**config.mk**
```make
export PLATFORM = sky130hd
export DESIGN_NAME = handshake_slave_fifo
export DESIGN_NICKNAME = d
export VERILOG_FILES = /design/src/rtl/handshake_slave_fifo.sv
export SDC_FILE = /design/constraint.sdc
export NUM_CORES = 1
export LEC_CHECK = 0
export CAP_MARGIN = 20
export CORE_MARGIN = 4
export CORE_UTILIZATION = 45
export CTS_CLUSTER_DIAMETER = 30
export CTS_CLUSTER_SIZE = 16
export DETAILED_ROUTE_END_ITERATION = 10
export PLACE_DENSITY = 0.69
export SETUP_SLACK_MARGIN = 0.5
export SYNTH_ARGS = -nofsm -noshare
export SYNTH_HDL_FRONTEND = slang
export SYNTH_SLANG_ARGS = --single-unit
```
**constraint.sdc**
```tcl
create_clock -name clk -period 2.73 [get_ports clk]
set_input_delay 0.546 -clock clk [delete_from_list [all_inputs] [get_ports clk]]
set_output_delay 0.546 -clock clk [all_outputs]
set_load 0.005 [all_outputs]
```
**src/rtl/handshake_slave_fifo.sv**
```systemverilog
// -----------------------------------------------------------------------------
// handshake_slave_fifo
//
// Receive side of a valid/ready link. Upstream words are buffered in a small
// DEPTH-entry FIFO and presented first-word-fall-through on a downstream
// valid/ready port. A wrapping counter records how many upstream beats have
// been accepted since reset.
//
// Ports
//   clk        rising-edge clock
//   rst_n      synchronous active-low reset
//   valid      upstream word valid
//   data_in    upstream word
//   ready      upstream may transfer this cycle (registered state only)
//   out_valid  downstream word valid (FIFO not empty)
//   out_data   downstream word, head of FIFO; don't-care while out_valid=0
//   out_ready  downstream consumes the head word this cycle
//   level      current occupancy, 0..DEPTH
//   beat_cnt   accepted upstream beats, wraps at 2^CNT_W
// -----------------------------------------------------------------------------
module handshake_slave_fifo #(
    parameter int DATA_W = 32,
    parameter int DEPTH  = 4,
    parameter int CNT_W  = 16
) (
    input  logic                     clk,
    input  logic                     rst_n,
    input  logic                     valid,
    input  logic [DATA_W-1:0]        data_in,
    output logic                     ready,
    output logic                     out_valid,
    output logic [DATA_W-1:0]        out_data,
    input  logic                     out_ready,
    output logic [$clog2(DEPTH):0]   level,
    output logic [CNT_W-1:0]         beat_cnt
);

    localparam int PTR_W = $clog2(DEPTH);
    localparam logic [PTR_W:0] FULL_LEVEL = (PTR_W + 1)'(DEPTH);

    logic [DATA_W-1:0] mem [DEPTH];
    logic [PTR_W-1:0]  wr_ptr;
    logic [PTR_W-1:0]  rd_ptr;
    logic              push;
    logic              pop;

    // Full/empty come from the occupancy register, so ready and out_valid
    // have no combinational path from valid or out_ready.
    assign ready     = (level != FULL_LEVEL);
    assign out_valid = (level != '0);

    assign push = valid & ready;
    assign pop  = out_valid & out_ready;

    // First-word-fall-through: the head entry is always on the output.
    assign out_data = mem[rd_ptr];

    // Control state. DEPTH is a power of two, so the pointers wrap from
    // DEPTH-1 to 0 by natural overflow.
    always_ff @(posedge clk) begin
        if (!rst_n) begin
            // NOTE: sequential state is updated with non-blocking assignments so
            // every register sees the pre-edge values of its neighbours.
            wr_ptr   <= '0;
            rd_ptr   <= '0;
            level    <= '0;
            beat_cnt <= '0;
        end else begin
            if (push) begin
                wr_ptr   <= wr_ptr + 1'b1;
                beat_cnt <= beat_cnt + 1'b1;
            end
            if (pop) begin
                rd_ptr <= rd_ptr + 1'b1;
            end
            // Simultaneous push and pop leaves the occupancy unchanged.
            if (push && !pop) begin
                level <= level + 1'b1;
            end else if (pop && !push) begin
                level <= level - 1'b1;
            end
        end
    end

    // Storage. Gated by rst_n so no write lands on a reset edge.
    always_ff @(posedge clk) begin
        // NOTE: the storage array has no reset; stale entries are unreachable
        // because level and the pointers are cleared, and leaving it unreset
        // lets the array map onto plain RAM/register-file cells.
        if (rst_n && push) begin
            mem[wr_ptr] <= data_in;
        end
    end

endmodule

```
# --- After elaboration in Yosys (flattened, before gate mapping) ---
# Memories as Yosys holds them, arrays and structs flattened. A register that Yosys moved wholly into a read port is not among the register bits.
# Cells that the tools add are included.
totals:
  input_bits: 36
  memories: 1
  ram_bits: 128
  ff_bits: 23
memory_table:
  columns: ["memory", "depth", "width", "read_ports", "rd_ports_with_merged_regs", "write_ports", "line_no", "text"]
  rows:
  - ["mem", 4, 32, 1, 1, 1, "41", "logic [DATA_W-1:0] mem [DEPTH];"]
op_classes:
  n_reduce_logical: 7
  eq_ne: 1
  addsub: 5
  bitwise: 2
  n_mux: 6
op_table:
  columns: ["op", "n"]
  rows:
  - ["adder 16 x 1 -> 16 bit, second input constant", 1]
  - ["2-to-1 mux 3 bit", 2]
  - ["adder 2 x 1 -> 2 bit, second input constant", 2]
  - ["2-to-1 mux 2 bit", 2]
  - ["adder 3 x 1 -> 3 bit, second input constant", 1]
  - ["logical AND 1 bit", 3]
  - ["inequality test 3 bit, second input constant", 1]
  - ["nonzero test 3 bit", 1]
  - ["subtractor 3 x 1 -> 3 bit, second input constant", 1]
  - ["AND 1 bit", 2]
  - ["zero test 1 bit", 2]
  - ["2-to-1 mux 1 bit", 2]
  - ["nonzero test 2 bit", 1]

# --- Logic depth before layout (Yosys ltp) ---
# Gate-level depths: netlist (run 1).
depth:
  depth_word: 6
  ltp_mapped: 10

# --- Worst setup path after synthesis (run 1) ---
# OpenSTA, ideal clock, no wires.
synth_timing:
  kind: "register -> register"
  start: "register level[0]"
  end: "memory mem[0][0] (enable)"
  setup_ns: 0.392
  required_time_ns: 2.338
  arrival_ns: 1.820
  stages_incl_launch_ff: 6
  path_slack_ns: 0.517
  synth_period_minus_slack_ns: 2.213
  path_cell_list: "dfxtp_1 nor3b_2 inv_2 and2_1 buf_2 and3_1"
synth_via:
  elab_chain_len: 5
synth_lines:
  columns: ["item", "line_no", "text"]
  rows:
  - ["start: declaration", "34", "output logic [$clog2(DEPTH):0] level,"]
  - ["start signal: assignment", "78", "level <= level + 1'b1;"]
  - ["start signal: assignment", "80", "level <= level - 1'b1;"]
  - ["inequality test 3 bit", "49", "assign ready = (level != FULL_LEVEL);"]
  - ["via ready", "30", "output logic ready,"]
  - ["AND 1 bit", "52", "assign push = valid & ready;"]
  - ["via push", "44", "logic push;"]
  - ["logical AND 1 bit", "90", "if (rst_n && push) begin"]
  - ["2-to-1 mux 1 bit", "90", null]
  - ["2-to-1 mux 1 bit (not written as such)", "91", "mem[wr_ptr] <= data_in;"]
  - ["end: declaration", "41", null]
# The timed path passes the listed nets, and every way through them passes these cells.

==> results of run 1 <==
[final timing paths]
check                                   from            to  slack, ns
worst min register to register  beat_cnt[15]  beat_cnt[15]       0.50
worst min-delay path            beat_cnt[15]  beat_cnt[15]       0.50
worst max-delay path                register  out_data[26]       0.39
worst max register to register      level[0]      level[2]       0.63
[what timing repair did]
action / in CTS / in global routing
gates cloned: 3 / 0
endpoints found under the setup margin: 34 / 35
resized for setup: 146 / 10
pin swaps: 1 / 0
hold buffers: 0 / 0
buffers inserted: 12 / 4
[area by class of cell]
type	count	area, sq um
Clock buffer	20	437
Tap cell	172	215
Inverter	6	22.5
Sequential cell	153	4360
Multi-Input combinational cell	128	1390
Clock inverter	10	153
Fill cell	926	4850
Timing Repair Buffer	119	1190
[routing by layer]
metal  track usage  up-vias  wire length (um)  share of wire
met1         0.203     1582              4860           0.43
met4        0.0651        0               175          0.016
met5             0        -                 0              0
li1              -     1440                 -              -
met2         0.261       97              5530           0.49
met3        0.0494       16               646          0.058
[state kept, by name, summed over array words and instances, names as in the netlist, named ones only]
signal    cells
level         3
mem         128
rd_ptr        2
beat_cnt     16
wr_ptr        2
[synthesized netlist by cell type (4+ instances only)]
library cell	n
a21oi_1	7
and3_1	5
buf_2	4
clkbuf_1	5
dfxtp_1	25
edfxtp_1	128
ha_1	6
inv_1	5
mux2i_1	4
mux4_2	32
nand2_1	8
nand3_1	4
nand4_1	5
nor2_1	17
o21ai_0	5
or3_1	4
xnor2_1	5
xor2_1	8
[cells by family after synthesis]
group / after synthesis / synth area share
buffers and inverters: 16 / 0.0113
AO/OA/AOI/OAI: 14 / 0.0130
flip-flops: 153 / 0.751
adder cells (fa/ha/maj): 7 / 0.0164
XOR/XNOR: 13 / 0.0197
AND/OR/NAND/NOR: 58 / 0.0567
multiplexers: 36 / 0.132
[through the flow]
stage / std cells / setup slack (ns) / total power [uW] / area, sq um / hold WS [ns]
final: 608 / 0.388 / 6930 / 7770 / 0.498
after global routing: 608 / 0.320 / 7270 / 7770 / 0.515
after CTS: 604 / 0.371 / 6850 / 7640 / 0.498
after detailed placement: 559 / 0.216 / 4300 / 6960 / 0.490
after global placement: 559 / 0.240 / 4290 / 6960 / 0.466
after floorplan: 297 / 0.517 / 3570 / 5780 / 0.468
[power breakdown]
part / total [uW] / switching, uW / internal (uW)
logic: 1760 / 661 / 1100
clock network: 2350 / 838 / 1510
registers: 2820 / 109 / 2720
[worst register-to-register path: cells and delay by family (launching register included)]
| kind | cells | cell delay [ns] |
|---|---|---|
| fa+ha+maj | 2 | 0.54 |
| flops | 1 | 0.36 |
| buf+inv | 1 | 0.05 |
| xor+xnor | 1 | 0.15 |
| compound gates | 1 | 0.13 |
| simple gates | 3 | 0.79 |
==> results.md, run 1 <==
- TritonCTS clock tree: done
- Critical Path AT: 1.80 ns
- Worst setup SP type: register
- Root Driver: clkbuf_16
- Maximum achievable frequency: 427 MHz
- Clock insertion delay at the later pin of the skew report: 0.42 ns
- Count of clock tree sinks: 153
- WL/cell: 18.4 um
- Static Leak: 0.00264 uW
- Number of global-route vias before repair: 3252
- Part of the cycle the worst path needs: 0.858
- Reg2Reg Depth: 8
- Post-synth EDFFs: 128
- Syn_area_per_cell: 19.5 sq um
- Longest Clk Path Bufs: 2
- Initial antenna violation count: 0
- Global-route wire length before repair: 17400 um
- RSZ-0062 raised after global routing: yes
- Clock skew: 0.00839 ns
- GRT Resource Usage Total: 0.161
- Final net count: 468
- Normalized max-slew margin: 0.515
- Core Rows: 41
- Worst hold path type: register to register
- Setup CP Type: register to output port
- Final setup viols: 0
- I/O pins: 89
- Final hold violation count: 0
- Number of distinct library cells after synthesis: 33
- Via Count: 3135
- Critical path's top delay family: multiplexers
- Final wirelength: 11200 um
- Die Wd: 121 um
- Number of cells on the worst hold path: 2
- Max cap viols: 0
- Worst-margin pin slew: 0.727 ns
- Max rail drop VDD: 0.624 mV
- Antenna-violating nets left: 0
- DRC violation count after routing: 0
- Port Buf Inserts: 88
- Diode count: 0
- TNS Setup: 0 ns
- Crit path depth: 5
- Die Area: 14700 sq um
- PwrDens: 892 nW/um^2
- Critical path peak fanout: 5
- Die Y-Extent: 121 um
- Worst path most repeated cell: buf_12
- Util after Layout: 0.615
- Bufs and invs on worst path: 4
- Net Count, Synth: 340
- Tmin final: 2.34 ns
- Area Overhead vs Synth: 34.3%
- Max stage delay on crit path: 0.50 ns
- H-tree lvl count: 4
- Final HPWL DP: 6600 um
- Grt total ovfl: 0
- CP Cell Sequence: buf_12, buf_16, buf_12, mux4_2, buf_6
- Reg clk slew, reported paths: 0.06 ns
- Slew Viols, Final: 0
- Async SR Flop Fraction: 0
- Routed vias/inst: 5.16
- TritonRoute pass-1 iters: 4
- Run status: completed
- Post-synthesis cell area: 5780 sq um
- Seq cells post-synth: 153
- Ys flop type: edfxtp_1
- Initial core utilization: 0.458
- Post-Synthesis Cells: 297
- Worst path slowest cell: mux4_2
- Most frequent cells in the layout: 128 x edfxtp_1, 56 x clkdlybuf4s50_1, 32 x mux4_2
- Worst Path Required: 2.18 ns
- CP Capture Type: output port
- Post-synthesis sequential area ratio: 0.751
- Commonest non-fill, non-tap cell in the layout: edfxtp_1
- Num CTS Buffers: 17
- Ys Warns: 0
- Largest net degree at the start of global routing: 24
- Share of layout cells above drive strength 1: 0.321
- Core area: 12600 sq um
- Routability Congestion: 0.710
- Cell taking the most area after synthesis: edfxtp_1
- Top-area cell type share of the netlist area: 0.665
- Synth area leaders: edfxtp_1 66%, mux4_2 12%, dfxtp_1 8.7%, ha_1 1.3%, xor2_1 1.2%
- Starting DRT DRC Count: 137
(Power assumes the default switching activity.)
==> run 2, diff against run 1 <==
--- a/config.mk
+++ b/config.mk
@@ -5,13 +5,14 @@
 export SDC_FILE = /design/constraint.sdc
 export NUM_CORES = 1
 export LEC_CHECK = 0
+export ABC_AREA = 1
 export CAP_MARGIN = 20
 export CORE_MARGIN = 4
 export CORE_UTILIZATION = 45
 export CTS_CLUSTER_DIAMETER = 30
 export CTS_CLUSTER_SIZE = 16
 export DETAILED_ROUTE_END_ITERATION = 10
-export PLACE_DENSITY = 0.69
+export PLACE_DENSITY = 0.68
 export SETUP_SLACK_MARGIN = 0.5
 export SYNTH_ARGS = -nofsm -noshare
 export SYNTH_HDL_FRONTEND = slang
==> results.md, run 2 <==
- TritonRoute pass-1 iters: 4 (unchanged)
- RSZ-0062 raised after global routing: yes (unchanged)
- Seq cells post-synth: 153 (unchanged)
- Routability Congestion: 0.803 (was 0.710)
- PwrDens: 835 nW/um^2 (was 892 nW/um^2)
- Slew Viols, Final: 0 (unchanged)
- Comb power frac: 0.255 (was 0.254)
- Grt total ovfl: 0 (unchanged)
- Worst setup SP type: register (unchanged)
- Area Overhead vs Synth: 32.9% (was 34.3%)
- Count of clock tree sinks: 153 (unchanged)
- Ys Warns: 0 (unchanged)
- Number of global-route vias before repair: 4307 (was 3252)
- Die Wd: 124 um (was 121 um)
- Biggest regs: mem x128, beat_cnt x16, level x3 (unchanged)
- Longest Clk Path Bufs: 2 (unchanged)
- CP Capture Type: output port (unchanged)
- Final wirelength: 14200 um (was 11200 um)
- Max stage delay on crit path: 0.45 ns (was 0.50 ns)
- Diode count: 0 (unchanged)
- Final net count: 649 (was 468)
- Initial antenna violation count: 0 (unchanged)
- Starting DRT DRC Count: 312 (was 137)
- GRT Resource Usage Total: 0.194 (was 0.161)
- Global-route wire length before repair: 22200 um (was 17400 um)
- TNS Setup: 0 ns (unchanged)
- Sequential cell area: 4350 sq um (was 4360 sq um)
- Most frequent cells after synthesis: 128 x edfxtp_1, 97 x nor2_1, 68 x o21ai_0 (was 128 x edfxtp_1, 32 x mux4_2, 25 x dfxtp_1)
- Post-DP Area: 7210 sq um (was 6960 sq um)
- Die Area: 15300 sq um (was 14700 sq um)
- Part of the cycle the worst path needs: 0.819 (was 0.858)
- I/O pins: 89 (unchanged)
- Most frequent cells in the layout: 128 x edfxtp_1, 88 x nor2_1, 55 x clkdlybuf4s50_1 (was 128 x edfxtp_1, 56 x clkdlybuf4s50_1, 32 x mux4_2)
- TritonCTS clock tree: done (unchanged)
- Post-synth EDFFs: 128 (unchanged)
- Tmin final: 2.24 ns (was 2.34 ns)
- Syn_area_per_cell: 12.2 sq um (was 19.5 sq um)
- Worst hold path type: register to register (unchanged)
- Core area: 13200 sq um (was 12600 sq um)
- Max reg flops: 128 (unchanged)
- Worst Path Required: 2.18 ns (about the same)
- Ys flop type: edfxtp_1 (unchanged)
- DRC violation count after routing: 0 (unchanged)
- Switch share: 0.279 (was 0.232)
- Max cap viols: 0 (unchanged)
- Worst-margin pin slew: 0.405 ns (was 0.727 ns)
- Cell taking the most area after synthesis: edfxtp_1 (unchanged)
- Post-Synthesis Cells: 494 (was 297)
- FILL cells: 1011 (was 926)
- Number of distinct library cells after synthesis: 28 (was 33)
- Static Leak: 0.00285 uW (was 0.00264 uW)
- Clock power frac: 0.327 (was 0.339)
- Routed vias/inst: 5.22 (was 5.16)
- Die Y-Extent: 124 um (was 121 um)
- Final HPWL DP: 8060 um (was 6600 um)
- Multi-input gate area: 1580 sq um (was 1390 sq um)
- Largest net degree at the start of global routing: 25 (was 24)
- Normalized max-slew margin: 0.730 (was 0.515)
- Hold_sp: rd_ptr[1] (was beat_cnt[15])
- Slack of the critical path: 0.495 ns (was 0.388 ns)
- Pre-CTS WS: 0.205 ns (was 0.216 ns)
- Setup CP Type: register to output port (unchanged)
- WL/cell: 17.9 um (was 18.4 um)
- Critical path peak fanout: 14 (was 5)
- Start of the worst register-to-register path: level[0] (unchanged)
- Final setup viols: 0 (unchanged)
- Reg power frac: 0.418 (was 0.408)
- Worst path slowest cell: dfxtp_4 (was mux4_2)
- Run status: completed (unchanged)
- Final hold violation count: 0 (unchanged)
- Post-synthesis cell area: 6020 sq um (was 5780 sq um)
- Share of layout cells above drive strength 1: 0.183 (was 0.321)
- Pint: 4820 uW (was 5320 uW)
- Top-area cell type share of the netlist area: 0.638 (was 0.665)
- Reg clk slew, reported paths: 0.06 ns (about the same)
- Via Count: 4148 (was 3135)
- H-tree lvl count: 4 (unchanged)
- Hold_ws: 0.469 ns (was 0.498 ns)
- CP Cell Sequence: inv_12, buf_6, buf_12, o21ai_1, o22ai_1, dlygate4sd2_1 (was buf_12, buf_16, buf_12, mux4_2, buf_6)
- Biggest register: mem (unchanged)
- Net Count, Synth: 537 (was 340)
- Num CTS Buffers: 17 (unchanged)
- Synth area leaders: edfxtp_1 64%, dfxtp_1 8.3%, nor2_1 6.0%, o21ai_0 5.7%, o22ai_1 3.3% (was edfxtp_1 66%, mux4_2 12%, dfxtp_1 8.7%, ha_1 1.3%, xor2_1 1.2%)
- Switching pwr: 1860 uW (was 1610 uW)
- Commonest non-fill, non-tap cell in the layout: edfxtp_1 (unchanged)
- Clock skew: 0.00646 ns (was 0.00839 ns)
- Root Driver: clkbuf_16 (unchanged)
- Antenna-violating nets left: 0 (unchanged)
- Core Rows: 42 (was 41)
- Critical Path AT: 1.69 ns (was 1.80 ns)
- Port Buf Inserts: 88 (unchanged)
- Maximum achievable frequency: 447 MHz (was 427 MHz)
- Initial core utilization: 0.457 (was 0.458)
- Clock insertion delay at the later pin of the skew report: 0.42 ns (about the same)
- Reg-to-reg slack, setup: 0.76 ns (was 0.63 ns)
- Max rail drop VDD: 0.323 mV (was 0.624 mV)
- Post-synthesis sequential area ratio: 0.721 (was 0.751)
- Most instantiated library cell after synthesis: edfxtp_1 (unchanged)
- Async SR Flop Fraction: 0 (unchanged)
- Cts hold-fix bufs: 0 (unchanged)
- Design area: 8000 sq um (was 7770 sq um)
[run 2: cell count changes after synthesis, sizes merged, moves of 7 or more]
| cell | delta |
|---|---|
| a21oi | +7 |
| clkbuf | +9 |
| inv | +20 |
| mux4 | -32 |
| nand2 | +40 |
| nor2 | +88 |
| o21ai | +66 |
| o22ai | +32 |
| xor2 | -7 |
[run 2: cell type report]
| type | count | area share |
|---|---|---|
| clock buffers | 20 | 0.0546 |
| clock inverters | 12 | 0.0134 |
| inverters | 26 | 0.0138 |
| multi-input cells | 293 | 0.198 |
| flip-flops and latches | 153 | 0.544 |
| well taps | 176 | 0.0275 |
| repair buffers | 114 | 0.148 |
| repair inverters | 1 | 0.00109 |
[run 2: power by group through the flow]
stage          combinational, uW  clock, uW  sequential [uW]
3_3_place_gp                1480          0             2810
3_5_place_dp                1510          0             2820
5_1_grt                     1870       2310             2810
6_report                    1700       2190             2790
4_1_cts                     1670       2200             2790
2_1_floorplan                719          0             2810
[run 2: worst max-delay path, delay by kind of cell (launching register included)]
family          cells  cell delay (ns)
buf+inv             4             0.61
flops               1             0.45
compound gates      2             0.20
[run 2: path summary, 6_finish.rpt]
| kind | endpoint | cells after the start |
|---|---|---|
| setup / recovery | out_data[12] | 6 |
| hold / removal | register | 2 |
| setup reg to reg | mem[0][6] | 7 |
| hold reg to reg | register | 2 |
[run 2: through the flow]
stage          instances  power, uW  utilization
3_5_place_dp         752       4330        0.547
2_1_floorplan        494       3530            -
3_3_place_gp         752       4290        0.547
4_1_cts              794       6670        0.605
5_1_grt              795       6990        0.607
6_report             795       6680        0.607
[run 2: cells by family (layout without fill, tap and decap cells)]
kind of cell | Yosys count | in the layout | synth area share
and+or+nand+nor | 166 | 166 | 0.122
AOI/OAI and AO/OA | 119 | 119 | 0.106
xor gates and xnor gates | 1 | 1 | 0.00145
buffers and inverters | 48 | 173 | 0.0330
adders and majority gates | 7 | 7 | 0.0158
DFF | 153 | 153 | 0.721
[run 2: repair_timing]
item | in CTS | in global routing
setup endpoints to repair | 32 | 33
gates cloned | 5 | 1
pin swaps | 4 | 9
resized for setup | 71 | 63
buffers inserted | 5 | 0
[run 2: metal layers]
metal / vias to the layer above / part of all wire / wire [um] / track usage
met5: - / 0 / 0 / 0
met4: 0 / 0.015 / 212 / 0.0747
met3: 20 / 0.067 / 955 / 0.0472
met2: 145 / 0.50 / 7130 / 0.321
met1: 2000 / 0.42 / 5900 / 0.247
li1: 1983 / - / - / -
==> RTL edit 1: new RTL, config.mk and constraints of run 1 <==
Set the parameter `DEPTH` to 8 (it was 4).
--- a/src/rtl/handshake_slave_fifo.sv
+++ b/src/rtl/handshake_slave_fifo.sv
@@ -20,7 +20,7 @@
 // -----------------------------------------------------------------------------
 module handshake_slave_fifo #(
     parameter int DATA_W = 32,
-    parameter int DEPTH  = 4,
+    parameter int DEPTH  = 8,
     parameter int CNT_W  = 16
 ) (
     input  logic                     clk,
Interface: changed (resized level); port bits go from 89 to 90. No check against the original RTL was run, so the function may have changed too.
==> RTL edit 1 against run 1 <==
  * The run now ends with negative setup slack left
  * Die area grew 83%
  * Clock power grew to 3.1 times the old value
  * Sequential cell count grew 132
  * Area after synthesis grew 90%
  * Wire length grew 110%
  * Combinational power grew 120%
  * Power grew 130%
  * Cell area grew 99%
  * Synthesized cell count grew 78%
  * Worst setup slack lost 0.42 ns
  * Sequential power grew 81%
==> RTL edit 1: results <==
[run_status]
status = finished with violations
failed_checks = negative setup slack

[final_layout]
drive_gt1_frac = 0.438
nets = 759
n_antenna_cell = 0
top_regs = mem x256, beat_cnt x16, level x4
nFillCells = 1535

[global_routing]
grt_max_degree = 65
antenna_found_initial = 1
grt_pass1_wl_um = 36100
grtUsageTotal = 0.178
grt_pass1_vias = 6351

[timing]
max-slew-margin-rel = 0.592
setup_viol_count_final = 16
clock_skew_ns = 0.0200
worst_slack_ns = -0.0361

[place]
port_buffers = 89
routabilityCongestion = 0.771
placed_cell_area_mm2 = 0.0127
dp_slack_ns = 0.159
dp_hpwl_um = 12600

[pwr]
peakVddDrop_mv = 0.693
p_leak_nw = 5.26

[detailed_routing]
wl_per_cell_um = 21.5
drt-initial-drc-count = 364
via_per_inst = 5.30
dr.pass1.iters = 4

[logic_synthesis]
synth_edf_count = 256
synth_commonest_cells = 256 x edfxtp_1, 64 x mux4_2, 32 x mux2_2
synth_nets = 572
yosysWarnings = 0
ys_seq_area_frac = 0.753
yosysTopAreaCellShare = 0.700
ys_types = 39
synth_mux_area_frac = 0.167
synth-compound-area-share = 0.00969
synthAdderAreaFrac = 0.00866
ys_async_sr_fraction = 0
yosys-top-cells-area = edfxtp_1 70%, mux4_2 13%, dfxtp_1 5.3%
synthXorXnorAreaFrac = 0.0112

[clocking]
cts-root-buf = clkbuf_16
htreeDepth = 2
cts_inserted_buffers = 57
insertion_delay_ns = 0.55
clkTransAtPathRegs_ns = 0.05
cts_max_path_buffers = 3

[worst_hold_path]
hp-class = register to register

[critical_path]
crit_fanout = 7
critPathArrivalTime_ns = 2.22
RTL edit 1: what timing repair did:
item                       CTS  global route
gates cloned                 2             0
pin swaps                    5             9
setup endpoints to repair   36            35
hold buffers                 0             0
resized for setup          228            14
buffers inserted            34             2
RTL edit 1: power by group:
| part | internal [mW] | switching [mW] | total [mW] |
|---|---|---|---|
| Clock | 4.87 | 2.38 | 7.25 |
| Sequential | 4.97 | 0.125 | 5.10 |
| Combinational | 2.39 | 1.42 | 3.81 |
RTL edit 1: per-stage QoR:
stage	setup TNS [ns]	cells	util	hold WS, ns	total power [mW]
after global routing	-1.84	1084	0.652	0.518	16.8
after global placement	0	938	0.536	0.455	7.91
after detailed placement	0	938	0.536	0.473	7.97
final	-0.239	1084	0.652	0.479	16.2
after floorplan	0	529	-	0.447	6.84
after CTS	-0.697	1082	0.649	0.476	16.2
RTL edit 1: area by class of cell:
| class | instances | area, µm² | share of cell area |
|---|---|---|---|
| Clock buffer | 61 | 1480 | 0.0958 |
| Tap cell | 319 | 399 | 0.0258 |
| Clock inverter | 47 | 577 | 0.0372 |
| Inverter | 5 | 38.8 | 0.00250 |
| Multi-Input combinational cell | 213 | 2870 | 0.185 |
| Sequential cell | 285 | 8290 | 0.535 |
| Timing Repair Buffer | 154 | 1830 | 0.118 |
RTL edit 1: worst max-delay path, cell delays in order, from the launching register on:
cell     delay [ns]
dfxtp_4        0.37
buf_12         0.15
buf_6          0.11
buf_16         0.12
mux4_2         0.50
mux2_4         0.30
buf_6          0.12
RTL edit 1: cell families (layout without fill, tap and decap cells):
family                     after synthesis  in the layout
muxes                                   99             99
and+or+nand+nor                         74             74
xor gates and xnor gates                14             14
adders and majority gates                7              7
AOI/OAI and AO/OA                       19             19
buffers and inverters                   31            267
DFF                                    285            285
RTL edit 1: layer usage:
metal / global-route usage / wire length, µm / vias to the layer above
met3: 0.0469 / 1330 / 34
li1: - / - / 2581
met5: 0 / 13 / -
met4: 0.0496 / 351 / 2
met2: 0.307 / 12200 / 169
met1: 0.223 / 9420 / 2959
RTL edit 1: worst paths after layout:
kind / start / endpoint / slack [ns] / depth (start not counted)
min: rd_ptr[1]$_SDFFE_PN0P_ / register / 0.48 / 2
min reg2reg: rd_ptr[1]$_SDFFE_PN0P_ / register / 0.48 / 2
max: register / out_data[9] / -0.04 / 6
max reg2reg: level[1]$_SDFFE_PN0P_ / level[3]$_SDFFE_PN0P_ / 0.45 / 11
==> RTL edit 2: new RTL, config.mk and constraints of run 1 <==
Without the edit above. Reset style: asynchronous (`rst_n`), changed in one clocked block. Comments in the files are not updated.
--- a/src/rtl/handshake_slave_fifo.sv
+++ b/src/rtl/handshake_slave_fifo.sv
@@ -57,7 +57,7 @@
 
     // Control state. DEPTH is a power of two, so the pointers wrap from
     // DEPTH-1 to 0 by natural overflow.
-    always_ff @(posedge clk) begin
+    always_ff @(posedge clk or negedge rst_n) begin
         if (!rst_n) begin
             // NOTE: sequential state is updated with non-blocking assignments so
             // every register sees the pre-edge values of its neighbours.
Check against the original RTL: differs if rst_n is asserted again (counterexample within 4 cycles, from zero or initial values and one cycle with rst_n low); with rst_n held inactive, the same outputs for 4 cycles.
==> RTL edit 2 against run 1 <==
  * Clock skew fell by 0.0015 ns
  * Power rose by 7.5%
  * Clock power fell by 12%
  * Via count fell by 7.9%
  * Worst setup slack got worse by 0.10 ns
  * Cell count fell by 5.3%
  * Wire length fell by 3.9%
  * Area after synthesis barely moved
  * Sequential cell count fell by 2
  * Hold slack got worse by 0.017 ns
  * Cell area fell by 2.2%
  * Maximum frequency fell by 4.1%
  * Global-route usage fell by 0.10 points
  * First-iteration DRC count rose by 30%
  * Critical endpoint is now out_data[18]
  * Largest cell class unchanged
==> RTL edit 2: results <==
[timing]
worst_pin_slew_ns = 0.386
period_share = 0.894
holdWs_ns = 0.481

[logic_synthesis]
synth_mux_area_frac = 0.129
synth_commonest_cells = 128 x edfxtp_1, 32 x mux4_2, 23 x dfrtp_1
ys_types = 29

[global_routing]
grt.met3_usage = 0.0732
grtUsageMet1 = 0.207
grt_pass1_wl_um = 17200
grt_pass1_vias = 3144
grt_max_degree = 28

[place]
routabilityCongestion = 0.772
placed_cell_area_mm2 = 0.00697

[worst_hold_path]
hold_path_depth = 1
hold_end = beat_cnt[15]$_DFFE_PN0P_
min-delay-start = beat_cnt[15]$_DFFE_PN0P_

[final_layout]
multi_input_gates = 100
clk_share = 0.0692
nFillCells = 960
final-nonclk-buf-share = 0.148
seq_area_mm2 = 0.00442
drive_gt1_frac = 0.339
fin_cells = 576
multi_input_area_mm2 = 0.00129

[run_status]
status = complete, no violations

[detailed_routing]
wl_met3_um = 802
wl_per_cell_um = 18.7
vias = 2887
drt-initial-drc-count = 178

[critical_path]
crit_fanout = 6
worstSetupEndpoint = out_data[18]
rr_startpoint = level[0]$_DFFE_PN0P_

[pwr]
p_leak_nw = 2.72
RTL edit 2: cell types whose count changed after synthesis, moves of 4 or more:
cell,delta
dfxtp_1,-25
dfrtp_1,+23
nor2_1,-16
mux2i_1,-4
o21ai_0,-5
a21oi_1,-7
buf_6,+4
xnor2_1,+10
clkbuf_1,-4
RTL edit 2: power breakdown:
| part | switching, mW | total (mW) | internal (mW) |
|---|---|---|---|
| registers | 0.197 | 3.03 | 2.83 |
| logic | 0.944 | 2.37 | 1.42 |
| clock network | 0.820 | 2.06 | 1.24 |
RTL edit 2: repair_timing:
item	in CTS	in global routing
buffers inserted	11	2
endpoints found under the setup margin	34	34
pin swaps	1	0
gates resized for setup	137	11
gates cloned	3	0
hold buffers	0	0
RTL edit 2: critical path, cell delays in order, from the launching register on:
cell and delay (ns):
dfrtp_2 0.42, buf_12 0.13, buf_6 0.11, buf_12 0.12, buf_16 0.14, mux4_2 0.42
buf_2 0.14
